$ cat config.mk
export PLATFORM = sky130hd
export DESIGN_NAME = brs_logic_seq
export DESIGN_NICKNAME = d
export VERILOG_FILES = /design/src/rtl/brs_logic_seq.sv
export SDC_FILE = /design/constraint.sdc
export NUM_CORES = 1
export LEC_CHECK = 0
export CAP_MARGIN = 10
export CORE_MARGIN = 2
export CORE_UTILIZATION = 41
export DETAILED_ROUTE_END_ITERATION = 8
export PLACE_DENSITY = 0.68
export SYNTH_ARGS = -nofsm -noshare
export SYNTH_HDL_FRONTEND = slang
export SYNTH_SLANG_ARGS = --single-unit
$ cat constraint.sdc
create_clock -name clk -period 3.8 [get_ports clk]
set_input_delay 0.76 -clock clk [delete_from_list [all_inputs] [get_ports clk]]
set_output_delay 0.76 -clock clk [all_outputs]
set_load 0.005 [all_outputs]
$ cat src/rtl/brs_logic_seq.sv
// ---------------------------------------------------------------------------
// brs_logic_seq
//
// Tiny Tapeout user-module controller around a conditional XOR/AND logic
// unit. Two operand bytes (A, B) are loaded over ui_in under strobes on
// uio_in. A start strobe runs the unit one or more times, feeding each
// result back in as the second operand. The final result is then held on
// uo_out.
//
// Logic function, per bit:
//   f(A,X) = A ^ X   when A[7] = 0
//   f(A,X) = A & X   when A[7] = 1
// Bit 7 of f always equals X[7].
//
// Ports:
//   clk      in   clock
//   rst_n    in   asynchronous active-low reset
//   ena      in   design powered (ignored)
//   ui_in    in   [7:0] operand byte on wr_a/wr_b, iteration count on start
//   uio_in   in   [0] wr_a, [1] wr_b, [2] start, [3] clr, [7:4] ignored
//   uo_out   out  [7:0] result register R
//   uio_out  out  [3:0]=0, [4] busy, [5] done, [6] mode (A[7]), [7] err
//   uio_oe   out  constant 8'hF0 (upper nibble driven)
//
// Build option:
//   BRS_ITER_EN  defined   : iteration count sampled from ui_in[CNT_W-1:0]
//                           at start, giving count+1 RUN cycles.
//                undefined : count forced to 0, so every run is exactly one
//                           RUN cycle.
// ---------------------------------------------------------------------------

// One bit of the logic unit. The AND/XOR choice is shared by all lanes.
module brs_logic_lane (
    input  logic a,
    input  logic x,
    input  logic and_mode,
    output logic y
);
    assign y = and_mode ? (a & x) : (a ^ x);
endmodule

module brs_logic_seq #(
    parameter int CNT_W = 4
) (
    input  logic       clk,
    input  logic       rst_n,
    input  logic       ena,
    input  logic [7:0] ui_in,
    input  logic [7:0] uio_in,
    output logic [7:0] uo_out,
    output logic [7:0] uio_out,
    output logic [7:0] uio_oe
);

    localparam int DATA_W = 8;

    localparam logic [1:0] ST_IDLE = 2'd0;
    localparam logic [1:0] ST_RUN  = 2'd1;
    localparam logic [1:0] ST_DONE = 2'd2;

    // Strobe bundle. Field order matches uio_in[3:0], MSB first.
    typedef struct packed {
        logic clr;
        logic start;
        logic wr_b;
        logic wr_a;
    } strb_t;

    strb_t stb_cur;
    strb_t stb_q;
    strb_t stb_edge;

    logic [1:0]        state_q;
    logic [DATA_W-1:0] a_q;
    logic [DATA_W-1:0] b_q;
    logic [DATA_W-1:0] r_q;
    logic              va_q;
    logic              vb_q;
    logic              err_q;
    logic              first_q;
    logic [CNT_W-1:0]  cnt_q;
    logic [CNT_W-1:0]  cnt_load;

    logic [DATA_W-1:0] x_sel;
    logic [DATA_W-1:0] f_out;
    logic              idle_or_done;

    // ena and the upper uio_in nibble carry no function here.
    logic unused_ok;
    assign unused_ok = &{1'b0, ena, uio_in[7:4]};

    // -----------------------------------------------------------------------
    // Strobe rising-edge detection
    // -----------------------------------------------------------------------
    assign stb_cur  = strb_t'(uio_in[3:0]);
    assign stb_edge = stb_cur & ~stb_q;

    always_ff @(posedge clk or negedge rst_n) begin
        if (!rst_n) stb_q <= '0;
        else        stb_q <= stb_cur;
    end

    // -----------------------------------------------------------------------
    // Iteration count source
    // -----------------------------------------------------------------------
`ifdef BRS_ITER_EN
    assign cnt_load = ui_in[CNT_W-1:0];
`else
    assign cnt_load = '0;
`endif

    // -----------------------------------------------------------------------
    // Logic unit: the first RUN cycle combines A with B, and later cycles
    // combine A with the previous result.
    // -----------------------------------------------------------------------
    assign x_sel = first_q ? b_q : r_q;

    for (genvar i = 0; i < DATA_W; i++) begin : g_lane
        brs_logic_lane u_lane (
            .a        (a_q[i]),
            .x        (x_sel[i]),
            .and_mode (a_q[DATA_W-1]),
            .y        (f_out[i])
        );
    end

    assign idle_or_done = (state_q == ST_IDLE) || (state_q == ST_DONE);

    // -----------------------------------------------------------------------
    // Sequencer
    // -----------------------------------------------------------------------
    always_ff @(posedge clk or negedge rst_n) begin
        if (!rst_n) begin
            state_q <= ST_IDLE;
            a_q     <= '0;
            b_q     <= '0;
            r_q     <= '0;
            va_q    <= 1'b0;
            vb_q    <= 1'b0;
            err_q   <= 1'b0;
            first_q <= 1'b0;
            cnt_q   <= '0;
        end else if (stb_edge.clr) begin
            // clr overrides every other strobe edge in the same cycle.
            // The operands stay, but they must be re-marked valid by new writes.
            state_q <= ST_IDLE;
            r_q     <= '0;
            va_q    <= 1'b0;
            vb_q    <= 1'b0;
            err_q   <= 1'b0;
            first_q <= 1'b0;
        end else if (idle_or_done) begin
            if (stb_edge.wr_a) begin
                a_q  <= ui_in;
                va_q <= 1'b1;
            end
            if (stb_edge.wr_b) begin
                b_q  <= ui_in;
                vb_q <= 1'b1;
            end
            // The valid flags are sampled before this cycle's writes land,
            // so a write in the same cycle as start cannot satisfy start.
            if (stb_edge.start) begin
                if (va_q && vb_q) begin
                    cnt_q   <= cnt_load;
                    err_q   <= 1'b0;
                    first_q <= 1'b1;
                    state_q <= ST_RUN;
                end else begin
                    err_q   <= 1'b1;
                end
            end
        end else if (state_q == ST_RUN) begin
            // Strobes are ignored while running.
            r_q     <= f_out;
            first_q <= 1'b0;
            if (cnt_q == '0) state_q <= ST_DONE;
            else             cnt_q   <= cnt_q - 1'b1;
        end else begin
            state_q <= ST_IDLE;
        end
    end

    // -----------------------------------------------------------------------
    // Outputs
    // -----------------------------------------------------------------------
    assign uo_out  = r_q;
    assign uio_out = {err_q, a_q[DATA_W-1], (state_q == ST_DONE),
                      (state_q == ST_RUN), 4'b0000};
    assign uio_oe  = 8'hF0;

endmodule
==> impl_metrics.yaml <==
outcome:
  status: "completed"
timing:
  fin_crit_ns: 2.71
  finalSetupTns_ns: 0
  hold_viol: 0
  worstMarginPinSlew_ns: 1.03
  rsz0062_at_grt: "false"
  finalSetupViolations: 0
  fin_ws_ns: 1.09
  finalCritPeriodShare_pct: 71.4
  fmax_ghz: 0.368
  slew_violations: 0
  relSlewSlack_pct: 31.1
  skew_ns: 0.00309
routing:
  ant_nets: 0
  drc: 0
  vias: 1218
  wl_mm: 3.59
  viasPerCell: 5.16
  wl_per_cell_um: 15.2
  drt_iter0_drc: 58
  firstDrtPassIters: 4
worst_setup_path:
  path_max_fanout: 10
  path_class: "primary input to register"
  arrival_ns: 2.89
  cp-start-kind: "primary input"
  worst_ep_required_time_ns: 3.97
  cp-end-kind: "register"
logic_synthesis:
  async_reset_ff_share_pct: 100
  synth_top_area_share_pct: 49.4
  yosys-top-cells-count: "dfrtp_1 (38), mux2_2 (23), buf_4 (15)"
  yosysTopAreaCell: "dfrtp_1"
  synthCells: 159
  post_synth.cell_area_avg_um2: 12.1
  yosysWarningCount: 0
  ys.flop_type: "dfrtp_1"
  syn_area_mm2: 0.00192
  yosysMostFrequentCell: "dfrtp_1"
  ys_seq_area_share_pct: 49.4
  synth-seq-cells: 38
  yosysUniqueCellTypes: 28
  synth_edf_count: 0
  synth_area_leaders: "dfrtp_1 (49%), mux2_2 (13%), buf_4 (5.9%)"
global_routing:
  met3_usage_pct: 3.61
  grt_pass1_wl_mm: 6.01
  antenna_found_initial: 0
  grt_overflow: 0
  use_met1_pct: 18.2
  grt_usage_pct: 15.4
  grt_max_degree: 39
  grtUsageMet2_pct: 26.7
  grt_pass1_vias: 1272
  grt_most_used_layer: "met2"
hold_path:
  worst_hold_path_type: "register to register"
clocking:
  cts.path.max_buffers: 2
  cts_tree: "done"
  cts-hold-fix-buffers: 0
  insertion_delay_ns: 0.29
  clockRootBuffer: "clkbuf_8"
  cts_setup_buffers: 0
  cts_max_level: 2
  numCtsBuffers: 5
  clkTransAtPathRegs_ns: 0.07
  cts_resized: 0
  cts_sinks: 38
pwr:
  cellPowerDensity_mw_per_mm2: 590
  p_leak_nw: 1.03
  ir_worst_vdd_uv: 294
  power_mw: 1.33
floorplan:
  die-area_mm2: 0.00525
  ios: 43
  die_w_um: 72.5
  start_util_pct: 43.3
  rows: 24
  fp.dieH_um: 72.5
  core_area_mm2: 0.00444
placement:
  port_buffers: 25
  place_area_mm2: 0.00216
  pre_cts_slack_ns: 0.728
  dp_hpwl_mm: 2.60
  place.gp.congestion: 0.797
finish:
  nets: 211
  drive_gt1_share_pct: 19.6
  area_growth_pct: 17.0
  final_util_pct: 50.6
  fin_area_mm2: 0.00225
  n_antenna_cell: 0
flow_run:
  maxCapViolCount: 0
per-layer routing:
| layer | wire [µm] | share of wire, % |
|---|---|---|
| met5 | 0 | 0 |
| met2 | 1840 | 51 |
| met4 | 60 | 1.7 |
| met1 | 1540 | 43 |
| met3 | 154 | 4.3 |
worst max-delay path, cell delays in order:
cell and delay [ns]:
clkdlybuf4s50_1 0.49, nor2b_1 0.82, nor2_1 0.11, a22oi_2 0.33, mux2_2 0.38
layout by cell type, fill, tap and decap left out, drive strengths merged, types with 4 or more instances in the layout:
cell type	instances
nor2	13
a211oi	7
inv	5
dfrtp	38
mux2i	9
nand2	4
conb	12
ha	9
mux2	24
nor2b	4
clkbuf	7
clkdlybuf4s50	25
layout make-up:
class                      count  area [µm²]
clock inverter                 1        5.00
fill                         389        2190
multi-input combinational    105         852
inverter                       5        18.8
sequential                    38         951
tap                           52        65.1
clock buffer                   7        86.3
timing repair buffer          28         273
metrics by stage:
step	instances	hold WS, ns
finish	236	0.477
detailed placement	228	0.464
CTS	236	0.480
global placement	228	0.453
floorplan	169	0.442
global route	236	0.504
power breakdown:
group / leakage, nW / internal, mW / switching, mW
logic: 0.509 / 0.261 / 0.183
clock network: 0.0482 / 0.146 / 0.133
registers: 0.473 / 0.509 / 0.0954
worst paths after layout:
kind / slack [ns] / from / to / cells past startpoint
max: 1.09 / uio_in[3] / cnt_q[3] / 5
min in group asynchronous: 0.89 / rst_n / b_q[1] / 2
max in group asynchronous: 2.57 / rst_n / cnt_q[1] / 2
min reg2reg: 0.48 / va_q / va_q / 1
min: 0.48 / va_q / va_q / 1
max reg2reg: 1.70 / stb_q[3] / cnt_q[3] / 4
state kept, by name (all words and copies together), names as in the netlist:
register	cells
cnt_q	4
state_q	2
a_q	8
err_q	1
stb_q	4
first_q	1
uo_out	8
b_q	8
va_q	1
vb_q	1
cells by family after synthesis:
family / synth area share, %
buf+inv: 8.20
other cells: 0.391
simple gates: 10.4
flops: 49.4
xor+xnor: 0.911
compound gates: 6.05
mux: 18.7
fa+ha+maj: 5.86
Note: power is estimated with default switching activity, not from simulation.
==> RTL edit 1: new RTL, same settings <==
`CNT_W`: 4 -> 6.
--- a/src/rtl/brs_logic_seq.sv
+++ b/src/rtl/brs_logic_seq.sv
@@ -42,3 +42,3 @@
 module brs_logic_seq #(
-    parameter int CNT_W = 4
+    parameter int CNT_W = 6
 ) (
Behaviour: same outputs for any inputs over 10 cycles, from zero or initial values and one cycle with rst_n low; that may be too few to reach the edited logic, so the function may still have changed.
==> RTL edit 1 against the original RTL <==
Sequential cell count up 2. Setup slack better by 2.4 ps. Hold slack better by 30 ps. Core utilization down 0.95 points. Count of clock-buffer cells in the layout down 1. Wire length down 5.3%. Non-clock buffer count down 1. Final area up 4.3%. Total power up 6.8%. Area after synthesis up 4.6%. Critical endpoint is now uio_out[4]. Largest cell class unchanged. Highest routed layer unchanged.
==> RTL edit 1: results (changes against the original RTL) <==
| Metric | Value |
|---|---|
| Outcome | `finished, final reports clean` |
| Crit path max fanout | `18 (+8)` |
| Detailed Place HPWL | `2403 um (-7.7%)` |
| Post-synth top cells | `40 x dfrtp_1, 22 x mux2_2, 14 x buf_4` |
| GRT Total Usage | `14.68% (-0.69 points)` |
| Vias in the first global route | `1265 (-0.55%)` |
| Lkg Pwr | `1.023 nW (-0.67%)` |
| GRT met2 Usage | `22.92% (-3.8 points)` |
| R2r worst-path depth | `2 (-2)` |
| Clock Tree Root | `clkbuf_8` |
| R2R Path Start | `state_q[0]` |
| Sequential-to-total area share from yosys stat | `49.78% (+0.34 points)` |
| Wire length on met2 | `1544 um (-16%)` |
| CP arrival | `1950 ps (-940 ps)` |
| Highest Signal Layer | `met4` |
| GR Util met3 | `3.794% (+0.18 points)` |
| M1 GR Usage | `19.51% (+1.3 points)` |
| Nets | `223 (+5.7%)` |
| Slew @ Worst Pin | `868.6 ps (-163.5 ps)` |
| R2R Setup Slk | `1980 ps (+280 ps)` |
| Synth warn | `0 (unchanged)` |
| Ranking of synthesized cells by area | `dfrtp_1 50%, mux2_2 12%, ha_1 5.6%` |
| Distinct cells, synth | `31 (+11%)` |
| Final Wtd Congestion | `0.7721 (-3.1%)` |
| First-pass GRT wire length | `6044 um (+0.58%)` |
| Via density | `4.821 (-6.6%)` |
| Met3 WL | `140 um (-9.1%)` |
| Met1 WL | `1669 um (+8.6%)` |
| Clock Skews | `9.972 ps (+6.883 ps)` |
| Fillers | `437 (+12%)` |
| Peak VDD IR | `317.5 uV (+8.1%)` |
| CTS resizes | `0 (unchanged)` |
| Type of origin of the critical path | `flip-flop` |
| Share of post-route cells with drive strength above 1 | `17.86% (-1.7 points)` |
| Largest net degree at the start of global routing | `41 (+5.1%)` |
| Post-synthesis async set-or-reset flop share | `100.0% (unchanged)` |
| FF-to-FF End | `b_q[3]` |
| Iteration-0 DRC Markers | `64 (+10%)` |
| Routed WL | `3403 um (-5.3%)` |
| Num CTS Buffers | `5 (unchanged)` |
| CP endpoint | `uio_out[4]` |
| Post-CTS Setup Bufs | `0 (unchanged)` |
RTL edit 1: cell type report:
cell class,count,share of cell area (%)
Multi-Input combinational cell,114,37.42
Timing Repair Buffer,27,11.09
Clock buffer,6,3.518
Clock inverter,2,0.6397
Sequential cell,40,42.64
Inverter,7,1.119
Tap cell,67,3.571
RTL edit 1: worst min path at each step:
stage                   to    from
floorplan           b_q[3]  b_q[3]
global placement    b_q[3]  b_q[3]
detailed placement  b_q[2]  b_q[2]
CTS                 b_q[2]  b_q[2]
global route        a_q[0]  a_q[0]
finish              b_q[2]  b_q[2]
RTL edit 1: cells by family (layout without fill, tap and decap cells):
kind of cell    after synthesis  count (layout)  synth area share, %
compound gates               27              27                8.898
buf+inv                      27              42                8.400
other cells                   2              12               0.3735
simple gates                 36              36                10.58
fa+ha+maj                     9               9                5.601
flops                        40              40                49.78
mux                          30              30                16.37
RTL edit 1: power by group:
part           internal (mW)  leakage (nW)  switching, mW
combinational          0.269         0.488          0.200
clock                  0.147        0.0434          0.148
sequential             0.546         0.492          0.108
RTL edit 1: worst max-delay path, stage by stage (launching register included):
cell and delay, ps:
dfrtp_1 620, nand2b_1 230, clkinv_1 80, buf_4 210, clkdlybuf4s50_1 530
RTL edit 1: metrics by stage:
| step | hold slack, ps | std cells | setup WS, ps | cell area [um2] |
|---|---|---|---|---|
| floorplan | 452.2 | 181 | 1858 | 2048 |
| global placement | 475.8 | 255 | 1141 | 2250 |
| detailed placement | 493.6 | 255 | 1126 | 2250 |
| CTS | 513.3 | 263 | 1068 | 2347 |
| global route | 528.0 | 263 | 886.8 | 2347 |
| finish | 506.1 | 263 | 1088 | 2347 |
==> RTL edit 2: new RTL, same flow settings <==
Made on the original files. Put a register stage on the output `uio_out`. The value now appears one clock later. The other outputs are not delayed to match.
--- a/src/rtl/brs_logic_seq.sv
+++ b/src/rtl/brs_logic_seq.sv
@@ -187,4 +187,5 @@
     assign uo_out  = r_q;
-    assign uio_out = {err_q, a_q[DATA_W-1], (state_q == ST_DONE),
-                      (state_q == ST_RUN), 4'b0000};
+    always_ff @(posedge clk) begin
+        uio_out <= {err_q, a_q[DATA_W-1], (state_q == ST_DONE), (state_q == ST_RUN), 4'b0000};
+    end
     assign uio_oe  = 8'hF0;
Behaviour: not the same (a bounded check fails within 4 cycles, from zero or initial values and one cycle with rst_n low).
==> RTL edit 2 against the original RTL <==
Wire length increased by 1.4%. Via count grew 0.82%. Sequential cell count increased by 4. Setup slack better by 350 ps. Register-to-register slack better by 200 ps. Total power is 3.7% lower. Final area grew 3.8%. Core utilization shrank 0.83 points. Clock skew is 9.4 ps higher. Area after synthesis up 3.6%.
==> RTL edit 2: results (changes against the original RTL) <==
| Metric | Value |
|---|---|
| Outcome | `finished, final reports clean` |
| Sw Ratio | `30.71% (-0.30 points)` |
| CP max stage delay | `700 ps (-120 ps)` |
| Fin cells | `241 (+2.1%)` |
| Iteration-0 DRC Markers | `93 (+60%)` |
| Crit path max fanout | `9 (-1)` |
| Nets | `214 (+1.4%)` |
| Lkg Pwr | `1.061 nW (+3.0%)` |
| CP arrival | `2550 ps (-340 ps)` |
| First-pass GRT wire length | `6168 um (+2.6%)` |
| GR Util met3 | `2.606% (-1.0 points)` |
| Final Wtd Congestion | `0.7524 (-5.6%)` |
| Slew @ Worst Pin | `791.5 ps (-240.6 ps)` |
| Clock Skews | `12.51 ps (+9.422 ps)` |
| GRT met2 Usage | `26.19% (-0.52 points)` |
| Ranking of synthesized cells by area | `dfrtp_1 48%, mux2_2 12%, ha_1 5.7%` |
| Detailed Place HPWL | `2524 um (-3.1%)` |
| Distinct cells, synth | `35 (+25%)` |
| Post-synthesis async set-or-reset flop share | `90.48% (-9.5 points)` |
| Syn Inst Count | `160 (+0.63%)` |
| M1 GR Usage | `17.62% (-0.63 points)` |
| Max stage delay cell, worst path | `nor4b_4` |
| Num CTS Buffers | `5 (unchanged)` |
| Sequential-to-total area share from yosys stat | `51.76% (+2.3 points)` |
| Vias in the first global route | `1328 (+4.4%)` |
==> RTL edit 2: logic make-up after synthesis <==
kind of cell	share of synthesized area [%]
xor gates and xnor gates	0.8796
other	0.3770
and+or+nand+nor	10.05
buffers and inverters	7.098
muxes	17.02
adders and majority gates	5.653
AOI/OAI and AO/OA	7.161
DFF	51.76
==> RTL edit 2: final cells by class <==
cell class / instances / area, um2 / share of cell area (%)
multi-input cells: 105 / 857.1 / 36.67
flip-flops and latches: 42 / 1031 / 44.11
clock inverters: 3 / 25.02 / 1.071
clock buffers: 5 / 68.82 / 2.944
repair buffers: 28 / 272.8 / 11.67
well taps: 54 / 67.56 / 2.891
inverters: 4 / 15.01 / 0.6424
==> RTL edit 2: path summary, 6_finish.rpt <==
check	startpoint	endpoint	slack [ps]	cells past startpoint
worst min register to register	err_q	uio_out[7]	380	0
min in group asynchronous	rst_n	b_q[1]	880	2
max in group asynchronous	rst_n	a_q[6]	2570	2
worst max-delay path	uio_in[3]	a_q[6]	1430	4
worst min-delay path	err_q	uio_out[7]	380	0
worst max register to register	state_q[0]	a_q[6]	1900	2
==> RTL edit 2: power groups by stage <==
stage	Combinational [mW]	Sequential (mW)	Clock [mW]
after floorplan	0.264	0.595	0
after global placement	0.343	0.623	0
after detailed placement	0.365	0.632	0
after CTS	0.367	0.623	0.309
after global routing	0.409	0.636	0.330
final	0.359	0.621	0.299
==> RTL edit 2: per-layer routing <==
| layer | vias to the layer above | wire length, um |
|---|---|---|
| met2 | 29 | 1783 |
| met1 | 606 | 1630 |
| met3 | 9 | 116 |
| met4 | 0 | 114 |
| met5 | - | 0 |
| li1 | 584 | - |
==> RTL edit 2: metrics by stage <==
step / cell area, um2 / total power, mW / utilization, %
after floorplan: 2029 / 0.8591 / -
after global placement: 2243 / 0.9656 / 47.81
after detailed placement: 2243 / 0.9966 / 47.81
after CTS: 2337 / 1.299 / 49.81
after global routing: 2337 / 1.375 / 49.81
final: 2337 / 1.279 / 49.81
